File: config.mk
export PLATFORM = sky130hd
export DESIGN_NAME = usr_sequencer
export DESIGN_NICKNAME = d
export VERILOG_FILES = /design/src/rtl/usr_sequencer.sv
export SDC_FILE = /design/constraint.sdc
export NUM_CORES = 1
export LEC_CHECK = 0
export CORE_MARGIN = 1
export CORE_UTILIZATION = 50
export CTS_CLUSTER_SIZE = 40
export DETAILED_ROUTE_END_ITERATION = 10
export PLACE_DENSITY_LB_ADDON = 0.25
export SYNTH_ARGS = -nofsm -noshare
export SYNTH_HDL_FRONTEND = slang
export SYNTH_SLANG_ARGS = --single-unit
export TNS_END_PERCENT = 30
File: constraint.sdc
create_clock -name clk -period 3.7 [get_ports clk]
set_input_delay 0.74 -clock clk [delete_from_list [all_inputs] [get_ports clk]]
set_output_delay 0.74 -clock clk [all_outputs]
set_load 0.03 [all_outputs]
File: src/rtl/usr_sequencer.sv
// usr_sequencer: command sequencer driving the mode/data/serial inputs of an
// external universal shift register. Accepts LOAD / SHR / SHL / SER commands
// over a valid/ready handshake and reports completion with a one-cycle done
// pulse, qualified by aborted when the command was cut short.
module usr_sequencer #(
  parameter int WIDTH = 8,
  parameter int CNT_W = 4
) (
  input  logic             clk,
  input  logic             rst,
  input  logic             cmd_valid,
  output logic             cmd_ready,
  input  logic [1:0]       cmd_op,
  input  logic [CNT_W-1:0] cmd_count,
  input  logic [WIDTH-1:0] cmd_data,
  input  logic             cmd_fill,
  input  logic             abort,
  output logic [1:0]       sr_mode,
  output logic [WIDTH-1:0] sr_par_in,
  output logic             sr_ser_in_left,
  output logic             sr_ser_in_right,
  output logic             busy,
  output logic             done,
  output logic             aborted
);

  typedef enum logic [1:0] {
    S_IDLE  = 2'b00,
    S_LOAD  = 2'b01,
    S_SHIFT = 2'b10,
    S_DONE  = 2'b11
  } state_t;

  typedef enum logic [1:0] {
    OP_LOAD = 2'b00,
    OP_SHR  = 2'b01,
    OP_SHL  = 2'b10,
    OP_SER  = 2'b11
  } op_t;

  localparam logic [CNT_W-1:0] ONE = CNT_W'(1);

  state_t           state, state_nx;
  op_t              op_q;
  op_t              op_in;
  logic [CNT_W-1:0] count_q;
  logic [CNT_W-1:0] remaining, remaining_nx;
  logic [WIDTH-1:0] data_q;
  logic             fill_q;
  logic             aborted_q, aborted_nx;
  logic             accept;

  assign op_in  = op_t'(cmd_op);
  assign accept = cmd_valid & cmd_ready;

  // State, remaining shift count and abort flag registers.
  always_ff @(posedge clk or posedge rst) begin
    if (rst) begin
      state     <= S_IDLE;
      remaining <= '0;
      aborted_q <= 1'b0;
    end else begin
      state     <= state_nx;
      remaining <= remaining_nx;
      aborted_q <= aborted_nx;
    end
  end

  // Command payload latch; held from one accept to the next.
  always_ff @(posedge clk or posedge rst) begin
    if (rst) begin
      op_q    <= OP_LOAD;
      count_q <= '0;
      data_q  <= '0;
      fill_q  <= 1'b0;
    end else if (accept) begin
      op_q    <= op_in;
      count_q <= cmd_count;
      data_q  <= cmd_data;
      fill_q  <= cmd_fill;
    end
  end

  // Next-state logic; the current cycle's load/shift always completes even
  // when abort is raised, abort only redirects the following state to DONE.
  always_comb begin
    state_nx     = state;
    remaining_nx = remaining;
    aborted_nx   = aborted_q;
    unique case (state)
      S_IDLE: begin
        if (accept) begin
          aborted_nx = 1'b0;
          if (op_in == OP_LOAD || op_in == OP_SER) begin
            state_nx = S_LOAD;
          end else if (cmd_count != '0) begin
            state_nx     = S_SHIFT;
            remaining_nx = cmd_count;
          end else begin
            state_nx = S_DONE;
          end
        end
      end
      S_LOAD: begin
        if (abort) begin
          state_nx   = S_DONE;
          aborted_nx = 1'b1;
        end else if (op_q == OP_SER && count_q != '0) begin
          state_nx     = S_SHIFT;
          remaining_nx = count_q;
        end else begin
          state_nx = S_DONE;
        end
      end
      S_SHIFT: begin
        if (remaining != '0) remaining_nx = remaining - ONE;
        if (abort) begin
          state_nx     = S_DONE;
          aborted_nx   = 1'b1;
          remaining_nx = '0;
        end else if (remaining <= ONE) begin
          state_nx = S_DONE;
        end
      end
      S_DONE: begin
        state_nx = S_IDLE;
      end
      default: begin
        state_nx = S_IDLE;
      end
    endcase
  end

  // Moore output decode from state (plus latched op / abort flag).
  always_comb begin
    sr_mode   = 2'b00;
    busy      = (state != S_IDLE);
    done      = (state == S_DONE);
    cmd_ready = (state == S_IDLE);
    aborted   = (state == S_DONE) & aborted_q;
    unique case (state)
      S_LOAD:  sr_mode = 2'b11;
      S_SHIFT: sr_mode = (op_q == OP_SHL) ? 2'b10 : 2'b01;
      default: sr_mode = 2'b00;
    endcase
  end

  assign sr_par_in       = data_q;
  assign sr_ser_in_left  = fill_q;
  assign sr_ser_in_right = fill_q;

endmodule

==> flow_summary.html, run 1 <==
<table>
<tr><th>Metric</th><th>Value</th></tr>
<tr><th colspan="2">Run status</th></tr>
<tr><td>Status</td><td>completed</td></tr>
<tr><th colspan="2">Synth</th></tr>
<tr><td>Post-synth top area share</td><td>46.0%</td></tr>
<tr><td>Warning count from the yosys run</td><td>0</td></tr>
<tr><td>Dominant register cell in the synthesized netlist</td><td>dfrtp_1</td></tr>
<tr><td>Number of synthesized flops with an enable pin</td><td>0</td></tr>
<tr><td>Number of library cell types mapped by synthesis</td><td>29</td></tr>
<tr><td>Commonest cells post-synth</td><td>22 x dfrtp_1, 16 x mux2_2, 8 x inv_1, 8 x nor2_1, 7 x ha_1</td></tr>
<tr><td>Part of the Yosys area used for sequential elements</td><td>a little under half</td></tr>
<tr><td>Most used standard cell by instance count after synthesis</td><td>dfrtp_1</td></tr>
<tr><td>Yosys top cell by area</td><td>dfrtp_1</td></tr>
<tr><td>Post-Syn Area</td><td>1200 sq um</td></tr>
<tr><td>Dominant cells by area after synthesis</td><td>dfrtp_1 46%, mux2_2 15%, ha_1 7.3%, mux2i_1 2.5%, inv_1 2.5%</td></tr>
<tr><td>Total nets after synthesis</td><td>132</td></tr>
<tr><td>Mean Syn Cell Area</td><td>about 11 sq um</td></tr>
<tr><td>Async set-reset flop share out of synthesis</td><td>100%</td></tr>
<tr><td>Number of cells produced by synthesis</td><td>106</td></tr>
<tr><td>Synth Register Bits</td><td>22</td></tr>
<tr><th colspan="2">GRT</th></tr>
<tr><td>First-pass GRT wire length</td><td>4280 microns</td></tr>
<tr><td>Maximum number of pins on one net before global-route repair</td><td>23</td></tr>
<tr><td>Overflow after GRT</td><td>0</td></tr>
<tr><td>Overall global routing resource usage</td><td>22.7%</td></tr>
<tr><td>Antenna violations before repair</td><td>0</td></tr>
<tr><td>Number of global-route vias before repair</td><td>979</td></tr>
<tr><th colspan="2">Critical path</th></tr>
<tr><td>Slack of the worst reg-to-reg path</td><td>around 1900 ps</td></tr>
<tr><td>End of the worst register-to-register path</td><td>sr_par_in[3]</td></tr>
<tr><td>Data arrival time of the critical path</td><td>2250 ps</td></tr>
<tr><td>Maximum fanout encountered on the critical timing path</td><td>12</td></tr>
<tr><td>Endpoint required time on the critical path</td><td>2960 ps</td></tr>
<tr><td>Startpoint kind of the worst setup timing path</td><td>register</td></tr>
<tr><td>Worst R2R Start</td><td>state[0]</td></tr>
<tr><td>Worst Setup Path Type</td><td>register to output pin</td></tr>
<tr><td>Kind of end point of the critical path</td><td>output pin</td></tr>
<tr><td>Cell count of the worst reg-to-reg path</td><td>4</td></tr>
<tr><th colspan="2">Detailed routing</th></tr>
<tr><td>Count of unresolved DRC violations after routing</td><td>0</td></tr>
<tr><td>Total number of vias</td><td>927</td></tr>
<tr><td>Drt pass-1 iters</td><td>4</td></tr>
<tr><td>Per-cell routed wire length</td><td>14.6 microns</td></tr>
<tr><td>Remaining antenna violation count after routing</td><td>0</td></tr>
<tr><td>Number of design-rule violations left by the first detailed-router iteration</td><td>17</td></tr>
<tr><td>Detailed-route wire length</td><td>2450 microns</td></tr>
<tr><td>Avg Vias per Cell</td><td>~5.5</td></tr>
<tr><th colspan="2">Cells and area</th></tr>
<tr><td>Area growth from synthesis to final layout</td><td>31.8%</td></tr>
<tr><td>Register cell area after layout</td><td>551 sq um</td></tr>
<tr><td>Number of fillers in the final layout</td><td>168</td></tr>
<tr><td>Antenna diode instance count</td><td>0</td></tr>
<tr><td>Area used by multi-input combinational logic</td><td>598 sq um</td></tr>
<tr><td>Final nets</td><td>168</td></tr>
<tr><td>Share of post-route cells with drive strength above 1</td><td>17.1%</td></tr>
<tr><th colspan="2">Min path</th></tr>
<tr><td>Hold wc startpoint</td><td>sr_par_in[6]</td></tr>
<tr><td>Hold Crit Class</td><td>register to register</td></tr>
<tr><td>Instance count along the most critical hold path</td><td>1</td></tr>
<tr><td>Sink of the worst hold path</td><td>sr_par_in[6]</td></tr>
<tr><th colspan="2">STA</th></tr>
<tr><td>Final sum of negative setup slack</td><td>0 ps</td></tr>
<tr><td>Maximum clock frequency</td><td>0.335 GHz</td></tr>
<tr><td>Final-report max-slew violation count</td><td>0</td></tr>
<tr><td>Setup violators final</td><td>0</td></tr>
<tr><td>Final Hold Viols</td><td>0</td></tr>
<tr><td>Worst setup slack after layout</td><td>714 ps</td></tr>
<tr><td>Setup repair after global routing missed its margin</td><td>false</td></tr>
<tr><td>Post-route clock skew</td><td>between 2 and 2.5 ps</td></tr>
<tr><td>Share of the clock period used by the worst path after layout</td><td>around four fifths</td></tr>
<tr><td>Clock period minus final worst setup slack</td><td>roughly 3000 ps</td></tr>
<tr><td>Worst-margin pin slew</td><td>815 ps</td></tr>
<tr><td>Headroom to the max-slew limit</td><td>45.6%</td></tr>
<tr><th colspan="2">Placement</th></tr>
<tr><td>Setup Slack @ Placement</td><td>1090 ps</td></tr>
<tr><td># port buffers</td><td>34</td></tr>
<tr><td>Final HPWL DP</td><td>1900 microns</td></tr>
<tr><td>Final estimated routing congestion in global placement</td><td>0.903</td></tr>
<tr><th colspan="2">Run</th></tr>
<tr><td>Number of max-capacitance violations reported</td><td>0</td></tr>
<tr><th colspan="2">Clock network</th></tr>
<tr><td>Setup repair bufs after CTS</td><td>0</td></tr>
<tr><td>PostCTS Resize Cnt</td><td>0</td></tr>
<tr><td>Number of levels in the clock H-tree</td><td>1</td></tr>
<tr><td>Clock Sinks</td><td>22</td></tr>
<tr><td>CTS clock-pin slew for the worst setup and hold paths</td><td>110 ps</td></tr>
<tr><td>Hold-fix buffers, CTS</td><td>0</td></tr>
<tr><td>Number of CTS-inserted buffers</td><td>3</td></tr>
<tr><td>TritonCTS clock tree</td><td>yes</td></tr>
<tr><td>Clock network latency to the later pin of the worst-skew pair</td><td>300 ps</td></tr>
<tr><td>Maximum buffer depth of the clock tree</td><td>2</td></tr>
<tr><td>Root buffer cell</td><td>clkbuf_4</td></tr>
<tr><th colspan="2">Floorplan</th></tr>
<tr><td>Area of the placeable core</td><td>2230 sq um</td></tr>
<tr><td>Die Footprint</td><td>2590 sq um</td></tr>
<tr><td>Die Span X</td><td>around 50 microns</td></tr>
<tr><td>Initial core utilization</td><td>~54%</td></tr>
<tr><td>Die extent in y</td><td>roughly 51 microns</td></tr>
<tr><td>Cell row count</td><td>17</td></tr>
<tr><td>Number of top-level design ports</td><td>35</td></tr>
<tr><th colspan="2">Power</th></tr>
<tr><td>Peak ir drop on the vdd network</td><td>approximately 0.67 mV</td></tr>
<tr><td>Power Dens Cells</td><td>967 nW/um^2</td></tr>
<tr><td>Cell leakage power</td><td>0.674 nW</td></tr>
</table>
-- layer usage --
metal  global-route usage (%)  vias up  routed length (microns)
li1                         -      440                        -
met3                     6.55        8                      164
met1                     26.1      441                     1010
met2                     36.4       38                     1200
met4                     15.3        0                       76
met5                        0        -                        0
-- stage by stage --
stage	cells	hold WS, ps	total power, mW	instance area (sq um)	util [%]
floorplan	106	491	1.12	1200	-
global placement	165	487	1.39	1550	69.6
detailed placement	165	498	1.42	1550	69.6
CTS	168	527	1.54	1580	70.6
global route	168	552	1.63	1580	70.6
finish	168	519	1.52	1580	70.6
-- worst max path at each step --
stage               startpoint         end  slack, ps  cells past startpoint
floorplan             state[0]  sr_mode[0]       1580                      4
global placement      state[0]  sr_mode[0]       1210                      4
detailed placement    state[0]  sr_mode[0]       1090                      4
CTS                   state[0]  sr_mode[0]        720                      4
global route          state[1]  sr_mode[0]        580                      4
finish                state[0]  sr_mode[0]        710                      4
-- cell usage in the layout, fill, tap and decap left out, types with 2 or more instances in the layout --
cell type / instances
a21oi_1: 5
a31oi_1: 2
clkbuf_4: 3
clkdlybuf4s50_1: 34
dfrtp_1: 22
ha_1: 7
inv_1: 8
mux2_1: 2
mux2_2: 16
mux2i_1: 3
nand2_1: 6
nand2b_1: 2
nor2_1: 8
nor4_1: 2
o211ai_1: 2
o21a_1: 2
o21ai_0: 3
o31ai_2: 2
-- area by class of cell --
class | count | share of cell area, %
multi-input combinational | 73 | 37.9
sequential | 22 | 34.9
timing repair buffer | 34 | 21.6
tap | 28 | 2.22
inverter | 8 | 1.90
clock buffer | 3 | 1.43
-- critical path: stages, from the launching register on --
cell and delay (ps):
dfrtp_1 400, inv_1 100, ha_1 500, nor2b_1 230, clkdlybuf4s50_1 710
-- state kept, by name (all words and copies together) (netlist names) --
name            count
sr_par_in           8
count_q             4
remaining           4
op_q                2
state               2
aborted_q           1
sr_ser_in_left      1
-- power breakdown --
part	switching, mW	leakage [nW]	total, mW	internal [mW]
logic	0.510	0.400	0.956	0.446
clock network	0.0666	0.0138	0.105	0.0380
registers	0.0953	0.260	0.464	0.369
-- cells by family after synthesis --
group           share of synthesized area [%]
simple gates                             10.3
flops                                    46.0
mux                                      19.5
compound gates                           11.5
buf+inv                                  3.98
fa+ha+maj                                7.32
xor+xnor                                 1.46
Note: power is estimated with default switching activity, not from simulation.
==> run 2, diff against run 1 <==
--- a/config.mk
+++ b/config.mk
@@ -6,7 +6,7 @@
 export NUM_CORES = 1
 export LEC_CHECK = 0
 export CORE_MARGIN = 1
-export CORE_UTILIZATION = 50
+export CORE_UTILIZATION = 42
 export CTS_CLUSTER_SIZE = 40
 export DETAILED_ROUTE_END_ITERATION = 10
 export PLACE_DENSITY_LB_ADDON = 0.25
==> constraint.sdc (replaced) <==
create_clock -name clk -period 2.7 [get_ports clk]
set_input_delay 0.54 -clock clk [delete_from_list [all_inputs] [get_ports clk]]
set_output_delay 0.54 -clock clk [all_outputs]
set_load 0.03 [all_outputs]
==> run 2 against run 1 <==
Effect of this change: power is 39% higher; global-route usage is 5.2 points lower; non-clock buffer count stayed put; worst setup slack worse by 390 ps; sequential power is 36% higher; critical path depth stayed put; largest cell class unchanged; via count is 0.43% higher; critical path type unchanged.
==> flow_summary.html, run 2 (synthesis gave the netlist of run 1 again) <==
<table>
<tr><th>Metric</th><th>Value</th></tr>
<tr><th colspan="2">Run status</th></tr>
<tr><td>Status</td><td>completed</td></tr>
<tr><th colspan="2">Floorplan</th></tr>
<tr><td>Area of the placeable core</td><td>2590 sq um</td></tr>
<tr><td>Die Span X</td><td>55.4 microns</td></tr>
<tr><td>Initial core utilization</td><td>between 40% and 50%</td></tr>
<tr><td>Number of top-level design ports</td><td>35</td></tr>
<tr><td>Cell row count</td><td>18</td></tr>
<tr><td>Die Footprint</td><td>3070 sq um</td></tr>
<tr><td>Die extent in y</td><td>~55 microns</td></tr>
<tr><th colspan="2">Placement</th></tr>
<tr><td>Final estimated routing congestion in global placement</td><td>around 0.86</td></tr>
<tr><td>Placed Area</td><td>1560 sq um</td></tr>
<tr><td># port buffers</td><td>34</td></tr>
<tr><td>Final HPWL DP</td><td>around 1900 microns</td></tr>
<tr><th colspan="2">Min path</th></tr>
<tr><td>Hold Crit Class</td><td>register to register</td></tr>
<tr><td>Hold wc startpoint</td><td>sr_par_in[6]</td></tr>
<tr><td>Sink of the worst hold path</td><td>sr_par_in[6]</td></tr>
<tr><td>Instance count along the most critical hold path</td><td>1</td></tr>
<tr><th colspan="2">GRT</th></tr>
<tr><td>Overflow after GRT</td><td>0</td></tr>
<tr><td>Antenna violations before repair</td><td>0</td></tr>
<tr><td>First-pass GRT wire length</td><td>4280 microns</td></tr>
<tr><td>Number of global-route vias before repair</td><td>951</td></tr>
<tr><td>Maximum number of pins on one net before global-route repair</td><td>23</td></tr>
<tr><td>Overall global routing resource usage</td><td>approximately 18%</td></tr>
<tr><th colspan="2">STA</th></tr>
<tr><td>Post-route clock skew</td><td>between 3 and 4 ps</td></tr>
<tr><td>Headroom to the max-slew limit</td><td>44.6%</td></tr>
<tr><td>Final-report max-slew violation count</td><td>0</td></tr>
<tr><td>Maximum clock frequency</td><td>between 0.4 and 0.5 GHz</td></tr>
<tr><td>Share of the clock period used by the worst path after layout</td><td>88.1%</td></tr>
<tr><td>Setup repair after global routing missed its margin</td><td>false</td></tr>
<tr><td>Final sum of negative setup slack</td><td>0 ps</td></tr>
<tr><td>Worst-margin pin slew</td><td>830 ps</td></tr>
<tr><td>Setup violators final</td><td>0</td></tr>
<tr><td>Final Hold Viols</td><td>0</td></tr>
<tr><td>Clock period minus final worst setup slack</td><td>2380 ps</td></tr>
<tr><th colspan="2">Detailed routing</th></tr>
<tr><td>Wire length on met3</td><td>169 microns</td></tr>
<tr><td>Per-cell routed wire length</td><td>about 14 microns</td></tr>
<tr><td>Drt pass-1 iters</td><td>4</td></tr>
<tr><td>Number of design-rule violations left by the first detailed-router iteration</td><td>21</td></tr>
<tr><td>Remaining antenna violation count after routing</td><td>0</td></tr>
<tr><td>Total number of vias</td><td>931</td></tr>
<tr><td>Met2 wire length</td><td>1180 microns</td></tr>
<tr><td>Post-route met1 wirelength</td><td>1060 microns</td></tr>
<tr><td>Detailed-route wire length</td><td>2450 microns</td></tr>
<tr><td>Highest signal layer in the routed design</td><td>met4</td></tr>
<tr><td>Avg Vias per Cell</td><td>5.44</td></tr>
<tr><td>Count of unresolved DRC violations after routing</td><td>0</td></tr>
<tr><th colspan="2">Cells and area</th></tr>
<tr><td>Number of fillers in the final layout</td><td>221</td></tr>
<tr><td>Final nets</td><td>between 150 and 200</td></tr>
<tr><td>Area growth from synthesis to final layout</td><td>33.5%</td></tr>
<tr><td>Register cell area after layout</td><td>551 sq um</td></tr>
<tr><td>Number of flip-flops under the largest register name</td><td>8</td></tr>
<tr><td>Leading cell type in the layout, fill and taps excluded</td><td>clkdlybuf4s50_1</td></tr>
<tr><td>Antenna diode instance count</td><td>0</td></tr>
<tr><td>Share of post-route cells with drive strength above 1</td><td>18.4%</td></tr>
<tr><td>Post-route design area</td><td>1600 sq um</td></tr>
<tr><td>Commonest cells after routing, fill and taps aside</td><td>32 x clkdlybuf4s50_1, 22 x dfrtp_1, 16 x mux2_2, 8 x inv_1, 8 x nor2_1</td></tr>
<tr><td>Area used by multi-input combinational logic</td><td>601 sq um</td></tr>
<tr><th colspan="2">Clock network</th></tr>
<tr><td>Clock network latency to the later pin of the worst-skew pair</td><td>310 ps</td></tr>
<tr><td>Root buffer cell</td><td>clkbuf_4</td></tr>
<tr><td>Maximum buffer depth of the clock tree</td><td>2</td></tr>
<tr><td>CTS clock-pin slew for the worst setup and hold paths</td><td>120 ps</td></tr>
<tr><td>TritonCTS clock tree</td><td>yes</td></tr>
<tr><td>Number of CTS-inserted buffers</td><td>3</td></tr>
<tr><td>Setup repair bufs after CTS</td><td>0</td></tr>
<tr><td>Hold-fix buffers, CTS</td><td>0</td></tr>
<tr><td>Number of levels in the clock H-tree</td><td>1</td></tr>
<tr><td>Clock Sinks</td><td>22</td></tr>
<tr><th colspan="2">Power</th></tr>
<tr><td>Net Sw Power</td><td>between 0.9 and 1 mW</td></tr>
<tr><td>Peak ir drop on the vdd network</td><td>approximately 0.85 mV</td></tr>
<tr><td>Logic gate share of total power</td><td>between 60% and 70%</td></tr>
<tr><td>Cell leakage power</td><td>0.699 nW</td></tr>
<tr><td>Clk pwr share</td><td>under 10%</td></tr>
<tr><td>Relative contribution of sequential cells to total power</td><td>between 20 and 30%</td></tr>
<tr><td>Power Dens Cells</td><td>1330 nW/um^2</td></tr>
<tr><td>Internal power of the cells</td><td>1.20 mW</td></tr>
<tr><td>Share of total power consumed by net switching</td><td>43.7%</td></tr>
<tr><th colspan="2">Critical path</th></tr>
<tr><td>Worst path cell trace</td><td>inv_1 -&gt; ha_2 -&gt; nor2b_1 -&gt; dlygate4sd2_1</td></tr>
<tr><td>Worst R2R Start</td><td>state[0]</td></tr>
<tr><td>Startpoint kind of the worst setup timing path</td><td>register</td></tr>
<tr><td>Largest stage delay on the critical path</td><td>450 ps</td></tr>
<tr><td>End of the worst register-to-register path</td><td>remaining[2]</td></tr>
<tr><td>Family with the most delay on the worst path</td><td>buffers and inverters</td></tr>
<tr><td>Kind of end point of the critical path</td><td>output pin</td></tr>
<tr><td>Slack of the worst reg-to-reg path</td><td>between 900 and 1000 ps</td></tr>
<tr><td>Worst path slowest cell</td><td>ha_2</td></tr>
<tr><td>Maximum fanout encountered on the critical timing path</td><td>12</td></tr>
<tr><td>Endpoint required time on the critical path</td><td>around 2200 ps</td></tr>
<tr><td>Data arrival time of the critical path</td><td>1840 ps</td></tr>
<tr><td>Cell count of the worst reg-to-reg path</td><td>6</td></tr>
<tr><td>Worst Setup Path Type</td><td>register to output pin</td></tr>
<tr><td>Crit path buf inv count</td><td>2</td></tr>
<tr><th colspan="2">Run</th></tr>
<tr><td>Number of max-capacitance violations reported</td><td>0</td></tr>
</table>
-- run 2: worst max path at each step --
| stage | end | slack [ps] | depth (start not counted) | start |
|---|---|---|---|---|
| 2_1_floorplan | sr_mode[0] | 780 | 4 | state[0] |
| 3_3_place_gp | sr_mode[0] | 390 | 4 | state[0] |
| 3_5_place_dp | sr_mode[0] | 360 | 4 | state[1] |
| 4_1_cts | sr_mode[1] | 0.5 | 4 | state[1] |
| 5_1_grt | sr_mode[0] | 190 | 4 | state[1] |
| 6_report | sr_mode[0] | 320 | 4 | state[1] |
-- run 2: stage by stage --
step | worst slack [ps] | total power [mW] | utilization [%] | cells | hold slack [ps]
floorplan | 778 | 1.54 | - | 106 | 491
global placement | 390 | 1.92 | 60.1 | 167 | 488
detailed placement | 357 | 1.95 | 60.1 | 167 | 496
finish | 320 | 2.12 | 61.6 | 171 | 521
global route | 190 | 2.28 | 61.6 | 171 | 534
CTS | 0.540 | 2.14 | 61.4 | 171 | 525
-- run 2: area by class of cell --
class / count / area share (%)
inverters: 8 / 1.88
well taps: 30 / 2.35
flip-flops and latches: 22 / 34.5
repair buffers: 34 / 21.4
multi-input cells: 73 / 37.6
clock buffers: 4 / 2.27
-- run 2: timing repair --
item | in CTS | in global routing
gates cloned | 0 | 0
resized for setup | 1 | 2
endpoints found under the setup margin | 1 | 1
pin swaps | 0 | 0
-- run 2: layer usage --
metal | up-vias | GRT usage, %
li1 | 441 | -
met1 | 439 | 22.3
met2 | 44 | 29.1
met3 | 7 | 3.98
met4 | 0 | 6.43
met5 | - | 0
-- run 2: power groups by stage --
stage / sequential [mW] / clock (mW) / combinational (mW)
after floorplan: 0.749 / 0 / 0.787
after global placement: 0.627 / 0 / 1.29
after detailed placement: 0.639 / 0 / 1.31
after CTS: 0.631 / 0.192 / 1.31
after global routing: 0.657 / 0.204 / 1.42
final: 0.631 / 0.182 / 1.31
==> run 3, diff against run 2 <==
--- a/config.mk
+++ b/config.mk
@@ -7,6 +7,7 @@
 export LEC_CHECK = 0
 export CORE_MARGIN = 1
 export CORE_UTILIZATION = 42
+export CTS_BUF_LIST = sky130_fd_sc_hd__clkbuf_4 sky130_fd_sc_hd__clkbuf_8 sky130_fd_sc_hd__clkbuf_16
 export CTS_CLUSTER_SIZE = 40
 export DETAILED_ROUTE_END_ITERATION = 10
 export PLACE_DENSITY_LB_ADDON = 0.25
==> results of run 3 <==
No change in the layout: final DEF, timing and power equal those of run 2.
